===== config.mk =====
export PLATFORM = sky130hd
export DESIGN_NAME = sdram_pattern_tester_flat
export DESIGN_NICKNAME = d
export VERILOG_FILES = /design/src/rtl/sdram_pattern_tester_if.sv /design/src/rtl/sdram_pattern_tester.sv /design/src/flat_wrapper.sv
export SDC_FILE = /design/constraint.sdc
export NUM_CORES = 1
export LEC_CHECK = 0
export BUFFER_PORTS_ARGS = -buffer_cell sky130_fd_sc_hd__buf_2
export CAP_MARGIN = 20
export CORE_ASPECT_RATIO = 1.2
export CORE_MARGIN = 5
export CORE_UTILIZATION = 35
export CTS_BUF_LIST = sky130_fd_sc_hd__clkbuf_2
export CTS_CLUSTER_DIAMETER = 40
export DETAILED_ROUTE_END_ITERATION = 10
export PLACE_DENSITY = 0.57
export SLEW_MARGIN = 20
export SYNTH_ARGS = -nofsm -noshare
export SYNTH_HDL_FRONTEND = slang
export SYNTH_SLANG_ARGS = --single-unit

===== constraint.sdc =====
create_clock -name clk -period 3.1 [get_ports clk]
set_clock_uncertainty 0.15 [all_clocks]
set_input_delay 0.155 -clock clk [delete_from_list [all_inputs] [get_ports clk]]
set_output_delay 0.155 -clock clk [all_outputs]
set_load 0.02 [all_outputs]

===== src/rtl/sdram_pattern_tester_if.sv =====
// sdram_pattern_tester_if: host-side FIFO bus between the pattern tester and the SDRAM controller.
// The tester drives addresses and strobes; the controller side reports back-pressure and read data.
interface sdram_pattern_tester_if #(
    parameter int HADDR_WIDTH = 24
) ();
    logic [HADDR_WIDTH-1:0] haddr;
    logic                   busy;
    logic                   wr_enable;
    logic [15:0]            wr_data;
    logic                   rd_enable;
    logic [15:0]            rd_data;
    logic                   rd_rdy;
    logic                   rd_ack;
    modport master (
        output haddr, wr_enable, wr_data, rd_enable, rd_ack,
        input  busy, rd_data, rd_rdy
    );
    modport slave (
        input  haddr, wr_enable, wr_data, rd_enable, rd_ack,
        output busy, rd_data, rd_rdy
    );
endinterface


===== src/rtl/sdram_pattern_tester.sv =====
// sdram_pattern_tester: writes an address^seed pattern over 0..LAST_ADDR, reads it back one
// request at a time, and reports mismatch count, first failing address and read timeout.
module sdram_pattern_tester #(
    parameter int HADDR_WIDTH = 24,
    parameter int LAST_ADDR   = 255,
    parameter int TIMEOUT     = 1023
) (
    input  logic                   clk,
    input  logic                   rst_n,
    input  logic                   start,
    input  logic [3:0]             seed,
    sdram_pattern_tester_if.master bus,
    output logic                   running,
    output logic                   done,
    output logic                   pass,
    output logic                   timeout,
    output logic [15:0]            err_count,
    output logic [HADDR_WIDTH-1:0] fail_addr
);
    localparam int TW = $clog2(TIMEOUT + 1) + 1;
    typedef enum logic [2:0] {IDLE, WRITE, RD_REQ, RD_WAIT, RD_GAP, DONE} state_t;
    state_t                 state_q;
    logic [HADDR_WIDTH-1:0] addr_q, addr_d, fail_addr_q;
    logic [3:0]             seed_q;
    logic [15:0]            err_q, err_d, pattern;
    logic [TW-1:0]          wait_q;
    logic                   running_q, done_q, pass_q, timeout_q, last, mismatch;
    assign pattern  = 16'(addr_q) ^ {4{seed_q}};
    assign last     = addr_q == HADDR_WIDTH'(LAST_ADDR);
    assign addr_d   = last ? '0 : addr_q + HADDR_WIDTH'(1);
    assign mismatch = bus.rd_data != pattern;
    assign err_d    = (err_q == 16'hFFFF) ? err_q : err_q + 16'd1;
    // Strobes are qualified by busy/rd_rdy in the same cycle so a full FIFO is never pushed,
    // and by rst_n so a reset edge cannot coincide with a push or pop.
    assign bus.haddr     = addr_q;
    assign bus.wr_data   = pattern;
    assign bus.wr_enable = rst_n && state_q == WRITE && !bus.busy;
    assign bus.rd_enable = rst_n && state_q == RD_REQ && !bus.busy;
    assign bus.rd_ack    = rst_n && state_q == RD_WAIT && bus.rd_rdy;
    assign running   = running_q;
    assign done      = done_q;
    assign pass      = pass_q;
    assign timeout   = timeout_q;
    assign err_count = err_q;
    assign fail_addr = fail_addr_q;
    always_ff @(posedge clk) begin
        if (!rst_n) begin
            state_q     <= IDLE;
            addr_q      <= '0;
            seed_q      <= '0;
            err_q       <= '0;
            fail_addr_q <= '0;
            wait_q      <= '0;
            running_q   <= 1'b0;
            done_q      <= 1'b0;
            pass_q      <= 1'b0;
            timeout_q   <= 1'b0;
        end else begin
            case (state_q)
                IDLE, DONE: if (start) begin
                    state_q     <= WRITE;
                    seed_q      <= seed;
                    addr_q      <= '0;
                    err_q       <= '0;
                    fail_addr_q <= '0;
                    timeout_q   <= 1'b0;
                    pass_q      <= 1'b0;
                    done_q      <= 1'b0;
                    running_q   <= 1'b1;
                end
                WRITE: if (!bus.busy) begin
                    addr_q <= addr_d;
                    if (last) state_q <= RD_REQ;
                end
                RD_REQ: if (!bus.busy) begin
                    wait_q  <= '0;
                    state_q <= RD_WAIT;
                end
                RD_WAIT: if (bus.rd_rdy) begin
                    state_q <= RD_GAP;
                    if (mismatch) begin
                        err_q <= err_d;
                        if (err_q == '0) fail_addr_q <= addr_q;
                    end
                end else if (wait_q == TW'(TIMEOUT - 1)) begin
                    state_q   <= DONE;
                    timeout_q <= 1'b1;
                    done_q    <= 1'b1;
                    pass_q    <= 1'b0;
                    running_q <= 1'b0;
                end else begin
                    wait_q <= wait_q + TW'(1);
                end
                RD_GAP: if (last) begin
                    state_q   <= DONE;
                    done_q    <= 1'b1;
                    pass_q    <= err_q == '0;
                    running_q <= 1'b0;
                end else begin
                    addr_q  <= addr_d;
                    state_q <= RD_REQ;
                end
                default: state_q <= IDLE;
            endcase
        end
    end
endmodule


===== src/flat_wrapper.sv =====
// flat-port wrapper written by rule: the top's interface ports become plain ports
module sdram_pattern_tester_flat 
#(
    parameter int HADDR_WIDTH = 24,
    parameter int LAST_ADDR   = 255,
    parameter int TIMEOUT     = 1023
)
  (clk, rst_n, start, seed, running, done, pass, timeout, err_count, fail_addr, bus_haddr, bus_wr_enable, bus_wr_data, bus_rd_enable, bus_rd_ack, bus_busy, bus_rd_data, bus_rd_rdy);
  sdram_pattern_tester_if #(.HADDR_WIDTH(HADDR_WIDTH)) bus_i ();
  input  logic clk;
  input  logic rst_n;
  input  logic start;
  input  logic [3:0] seed;
  output logic running;
  output logic done;
  output logic pass;
  output logic timeout;
  output logic [15:0] err_count;
  output logic [HADDR_WIDTH-1:0] fail_addr;
  output wire logic [$bits(bus_i.haddr)-1:0] bus_haddr;
  output wire logic [$bits(bus_i.wr_enable)-1:0] bus_wr_enable;
  output wire logic [$bits(bus_i.wr_data)-1:0] bus_wr_data;
  output wire logic [$bits(bus_i.rd_enable)-1:0] bus_rd_enable;
  output wire logic [$bits(bus_i.rd_ack)-1:0] bus_rd_ack;
  input wire logic [$bits(bus_i.busy)-1:0] bus_busy;
  input wire logic [$bits(bus_i.rd_data)-1:0] bus_rd_data;
  input wire logic [$bits(bus_i.rd_rdy)-1:0] bus_rd_rdy;
  assign bus_haddr = bus_i.haddr;
  assign bus_wr_enable = bus_i.wr_enable;
  assign bus_wr_data = bus_i.wr_data;
  assign bus_rd_enable = bus_i.rd_enable;
  assign bus_rd_ack = bus_i.rd_ack;
  assign bus_i.busy = bus_busy;
  assign bus_i.rd_data = bus_rd_data;
  assign bus_i.rd_rdy = bus_rd_rdy;
  sdram_pattern_tester #(.HADDR_WIDTH(HADDR_WIDTH), .LAST_ADDR(LAST_ADDR), .TIMEOUT(TIMEOUT)) u_core (.clk(clk), .rst_n(rst_n), .start(start), .seed(seed), .bus(bus_i), .running(running), .done(done), .pass(pass), .timeout(timeout), .err_count(err_count), .fail_addr(fail_addr));
endmodule

==> Word-level counts from Yosys, hierarchy flattened <==
Cells that the tools add are included.
{ "totals": {"reg_bits": 86, "inputBits": 25, "out_inout_bits": 87, "elab_cells": 98} }
{ "classes": {"add_sub_neg": 3, "n_eq_ne": 23, "muxes": 39, "n_bitwise": 1, "n_reduce_logical": 22} }
{ "ops": {"columns": ["cell", "count"], "rows": [
  ["$mux 24", 7],
  ["$pmux 24 s3", 1],
  ["$mux 16", 4],
  ["$pmux 24 s2", 1],
  ["$mux 11", 3],
  ["$pmux 16 s2", 1],
  ["$add 24x1->24 const B", 1],
  ["$eq 24x8->1 const B", 1],
  ["$pmux 11 s2", 1],
  ["$mux 3", 7],
  ["$ne 2x2->1 const B", 10],
  ["$reduce_and 5->1", 4],
  ["$add 16x1->16 const B", 1],
  ["$eq 16x16->1 const B", 1],
  ["$logic_not 16->1", 1],
  ["$ne 16x16->1", 1],
  ["$xor 16x16->16", 1],
  ["$pmux 3 s5", 1],
  ["$reduce_and 4->1", 3],
  ["$add 11x1->11 const B", 1],
  ["$eq 11x10->1 const B", 1],
  ["$mux 1", 9],
  ["$pmux 1 s3", 3],
  ["$eq 3x2->1 const B", 2],
  ["other kinds (12)", 22]
]} }

==> Longest topological paths before layout <==
{ "logic_depth": {"word_depth": 5, "depth_mapped": 9, "ltp_nobuf": 8} }

==> Least setup slack after synthesis <==
OpenSTA, ideal clock, no wires.
{ "synth_timing": {"path_kind": "register to register", "startpoint": "register u_core.addr_q[5] (netlist: u_core.bus.haddr[5])", "endpoint": "register u_core.fail_addr_q[10] (netlist: u_core.fail_addr[10])", "setup_time_ps": 72, "arrival_ps": 2371, "t_required_ps": 2878, "slack_ps": 508, "stages_incl_launch_ff": 9, "synth_period_minus_slack_ps": 2592, "path_cell_list": "dfxtp_1 > xor2_1 > xnor2_1 > o211ai_1 > or4b_4 > nand3b_2 > buf_6 > buf_12 > mux2i_1"} }
{ "synth_between": {"elab_chain_cells": 4} }
{ "synth_rtl": {"columns": ["element", "line_no", "source"], "rows": [
  ["start: declaration", "sdram_pattern_tester.sv:23", "logic [HADDR_WIDTH-1:0] addr_q, addr_d, fail_addr_q;"],
  ["start signal: assignment", "sdram_pattern_tester.sv:72", "addr_q <= addr_d;"],
  ["start signal: assignment", "sdram_pattern_tester.sv:100", "addr_q <= addr_d;"],
  ["$xor 16x16->16", "sdram_pattern_tester.sv:28", "assign pattern = 16'(addr_q) ^ {4{seed_q}};"],
  ["net bus_wr_data[5]", "flat_wrapper.sv:22", "output wire logic [$bits(bus_i.wr_data)-1:0] bus_wr_data;"],
  ["$ne 16x16->1", "sdram_pattern_tester.sv:31", "assign mismatch = bus.rd_data != pattern;"],
  ["$ne 2x1->1 (no line)", null, null],
  ["$reduce_and 5->1 (no line)", null, null],
  ["end signal: assignment", "sdram_pattern_tester.sv:83", "if (err_q == '0) fail_addr_q <= addr_q;"],
  ["end: declaration", "sdram_pattern_tester.sv:23", null]
]} }
The timed path passes the listed nets, and every way through them passes these cells.
A chain may end at the register's enable or synchronous reset.

==> Worst setup path after layout <==
{ "layout_timing": {"startpoint": "register u_core.addr_q[1] (netlist: u_core.bus.haddr[1])", "endpoint": "register u_core.fail_addr_q[23] (netlist: u_core.fail_addr[23])"} }
{ "layout_between": {"elab_chain_cells": 4} }
{ "layout_rtl": {"columns": ["element", "line_no"], "rows": [
  ["$xor 16x16->16", "sdram_pattern_tester.sv:28"],
  ["$ne 16x16->1", "sdram_pattern_tester.sv:31"],
  ["$ne 2x1->1 (no line)", null],
  ["$reduce_and 5->1 (no line)", null]
]} }
Every way passes these cells.

==> metrics.md <==
| Metric | Value |
|---|---|
| Outcome | `finished, final reports clean` |
| Post-DRT Antenna Nets | `0` |
| Post-Syn Nets | `approximately 630` |
| Clock-pin slew on the worst setup and hold paths | `between 200 and 250 ps` |
| Die area | `16400 µm²` |
| Sequential element share of the synthesized area | `0.353` |
| Final WL | `14.5 mm` |
| Initial Utilization | `0.355` |
| Worst path cell trace | `nor2b_1 -> or4_1 -> a22oi_1 -> or4b_4 -> nand3b_2 -> buf_12 -> mux2i_1` |
| Worst skew pair latency | `between 500 and 600 ps` |
| Layout Nets | `~750` |
| Fmax | `~350 MHz` |
| Worst path slowest cell | `or4b_4` |
| WP data arrival | `3200 ps` |
| Sequential Power Share | `0.596` |
| GRT overflow | `0` |
| TritonCTS Buffers | `9` |
| Fin cells | `slightly below 900` |
| Largest area contributor in the netlist | `dfxtp_1` |
| Cts-stage hold buffer count | `12` |
| Post-synth EDFFs | `0` |
| Pre-Repair DR Iteration Count | `6` |
| PD cells | `approximately 330 nW/µm²` |
| Avg Inst Size Synth | `8.10 µm²` |
| RSZ-0062 raised after global routing | `no` |
| Crit-path max cell delay | `620 ps` |
| Unique masters post-synth | `57` |
| Top-count cell post-synth | `dfxtp_1` |
| CTS tree | `yes` |
| Area Overhead vs Synth | `19.6%` |
| Crit Path Max Fanout | `24` |
| Share of cells above drive strength 1 | `0.222` |
| Vias | `just under 5000` |
| Synth warn | `0` |
| I/O Buffers | `111` |
| FF-to-FF path depth | `7` |
| Leakage power | `2.61 nW` |
| VDD IR max | `~160 µV` |
| First-pass GRT wire length | `~24 mm` |
| I/O pins | `approximately 110` |
| Top cells by area, synth | `dfxtp_1, xor2_1, nand3_1` |
| Clock power frac | `0.264` |
| Slew headroom | `0.572` |
| Vias/cell | `roughly 5.4` |
| Setup tns final | `0 ps` |
| Combinational share of power | `0.140` |
| Post-DP HPWL | `10.5 mm` |
| Setup-failing EPs final | `0` |
| # Max-Cap Violations | `0` |
| Die Wd | `roughly 120 µm` |
| Max Root-Sink Buffers | `2` |
| H-tree depth | `3` |
| Crit end category | `register` |
| Internal power | `about 0.0013 W` |
| Area of the core | `13800 µm²` |
| Vias in the first global route | `around 4800` |
| Data required time at the worst endpoint | `between 3000 and 4000 ps` |
| Seq cells post-synth | `86` |
| Ys async rst share | `0` |
| Switch share | `0.305` |
| # diodes | `0` |
| Primary FF master, synth | `dfxtp_1` |
| Synth top cells by count | `dfxtp_1, nor2_1, nand3_1, nand2_1, xor2_1` |
| Largest net degree at the start of global routing | `64` |
| Critical path class | `register to register` |
| Cts repair resizes | `0` |
| Dpl cells | `863` |
| Hold crit path type | `primary input to register` |
| CTS root buf | `clkbuf_2` |
| Total track usage | `0.173` |
| Mapped Cells | `602` |
| Antenna violations before repair | `0` |
| Switch Pwr | `a little under 0.0006 W` |
| R2R Setup Slk | `around 280 ps` |
| Residual DRC | `0` |
| Crit path launch type | `register` |
| Post-CTS Setup Inserts | `0` |
| Clock Sinks | `86` |
| Die Height | `between 100 and 150 µm` |
| Ratio of final minimum period to clock period | `0.910` |
| Syn Std Cell Area | `a little under 5000 µm²` |
| Worst-margin pin slew | `~640 ps` |
| Yosys top cell area share | `0.353` |
| Final Hold Vio Count | `0` |
| Crit path time final | `~2800 ps` |
| Pins over their slew limit | `0` |
| Routed len/inst | `approximately 16 µm` |
| DR iter-0 viols | `between 200 and 300` |
| Row cnt | `between 40 and 50` |
| Cells on Worst Hold Path | `6` |
| RD Place Congestion | `about 0.86` |
[registers in the layout, summed over array words and instances, names as in the netlist]
name              count
u_core.wait_q        11
u_core.running        1
u_core.fail_addr     24
u_core.pass           1
u_core.timeout        1
u_core.bus.haddr     24
u_core.state_q        3
u_core.err_count     16
u_core.done           1
u_core.seed_q         4
[metal layers]
layer / GRT usage / wire length, µm / vias up
li1: - / - / 2336
met4: 0.0700 / 333 / 0
met1: 0.206 / 6120 / 2277
met3: 0.0337 / 920 / 23
met5: 0 / 0 / -
met2: 0.303 / 7130 / 170
[layout make-up]
| type | instances | area (µm²) |
|---|---|---|
| fillers | 1443 | 7930 |
| multi-input cells | 459 | 2890 |
| flip-flops and latches | 86 | 1720 |
| repair buffers | 147 | 881 |
| well taps | 171 | 214 |
| clock buffers | 10 | 50.0 |
| inverters | 12 | 45.0 |
| clock inverters | 6 | 38.8 |
[kinds of logic (layout without fill, tap and decap cells)]
kind of cell	count (synthesis)	after routing	share of synthesized area
compound gates	70	70	0.0962
xor+xnor	61	61	0.110
fa+ha+maj	5	5	0.0128
buf+inv	57	175	0.0562
flops	86	86	0.353
mux	29	29	0.0595
simple gates	294	294	0.313
[per-stage QoR]
stage / area (µm²) / hold slack [ps] / setup slack, ps / power, W / utilization
after floorplan: 4880 / 152 / 508 / 0.00133 / -
after global placement: 5630 / 245 / 461 / 0.00141 / 0.409
after detailed placement: 5630 / 250 / 342 / 0.00141 / 0.409
after CTS: 5840 / 156 / 283 / 0.00194 / 0.424
after global routing: 5840 / 212 / 137 / 0.00201 / 0.424
final: 5840 / 204 / 278 / 0.00191 / 0.424
[final timing paths]
path	from	endpoint
min	bus_rd_data[5]	u_core.err_count[3]$_SDFFE_PN0P_
max reg2reg	u_core.bus.haddr[1]$_SDFFE_PN0P_	u_core.fail_addr[23]$_SDFFE_PN0P_
max	u_core.bus.haddr[1]$_SDFFE_PN0P_	u_core.fail_addr[23]$_SDFFE_PN0P_
min reg2reg	u_core.fail_addr[18]$_SDFFE_PN0P_	u_core.fail_addr[18]$_SDFFE_PN0P_
[worst max-delay path, delay by kind of cell (launching register included)]
kind / cells / cell delay (ps)
flip-flops: 1 / 560
AO/OA/AOI/OAI: 1 / 220
buffers and inverters: 1 / 220
AND/OR/NAND/NOR: 4 / 1370
multiplexers: 1 / 220
[layout by cell type (no fill, tap or decap), types with 7 or more instances in the layout]
| master | count |
|---|---|
| nand2_1 | 57 |
| buf_4 | 22 |
| a21oi_1 | 21 |
| dlygate4sd3_1 | 12 |
| inv_1 | 11 |
| and3_1 | 15 |
| nor4b_1 | 7 |
| and2_1 | 7 |
| nor4_1 | 9 |
| mux2i_1 | 29 |
| nand3_1 | 60 |
| nand4_1 | 17 |
| buf_2 | 111 |
| clkbuf_2 | 10 |
| xor2_1 | 52 |
| nor2_1 | 61 |
| xnor2_1 | 9 |
| o21a_1 | 7 |
| nor3_1 | 18 |
| dfxtp_1 | 86 |
[power by group through the flow]
stage / registers (W) / logic (W) / clock network [W]
finish: 0.00114 / 0.000267 / 0.000504
global placement: 0.00116 / 0.000253 / 0
global route: 0.00114 / 0.000292 / 0.000575
CTS: 0.00114 / 0.000269 / 0.000537
floorplan: 0.00115 / 0.000180 / 0
detailed placement: 0.00116 / 0.000255 / 0
(Power assumes the default switching activity.)
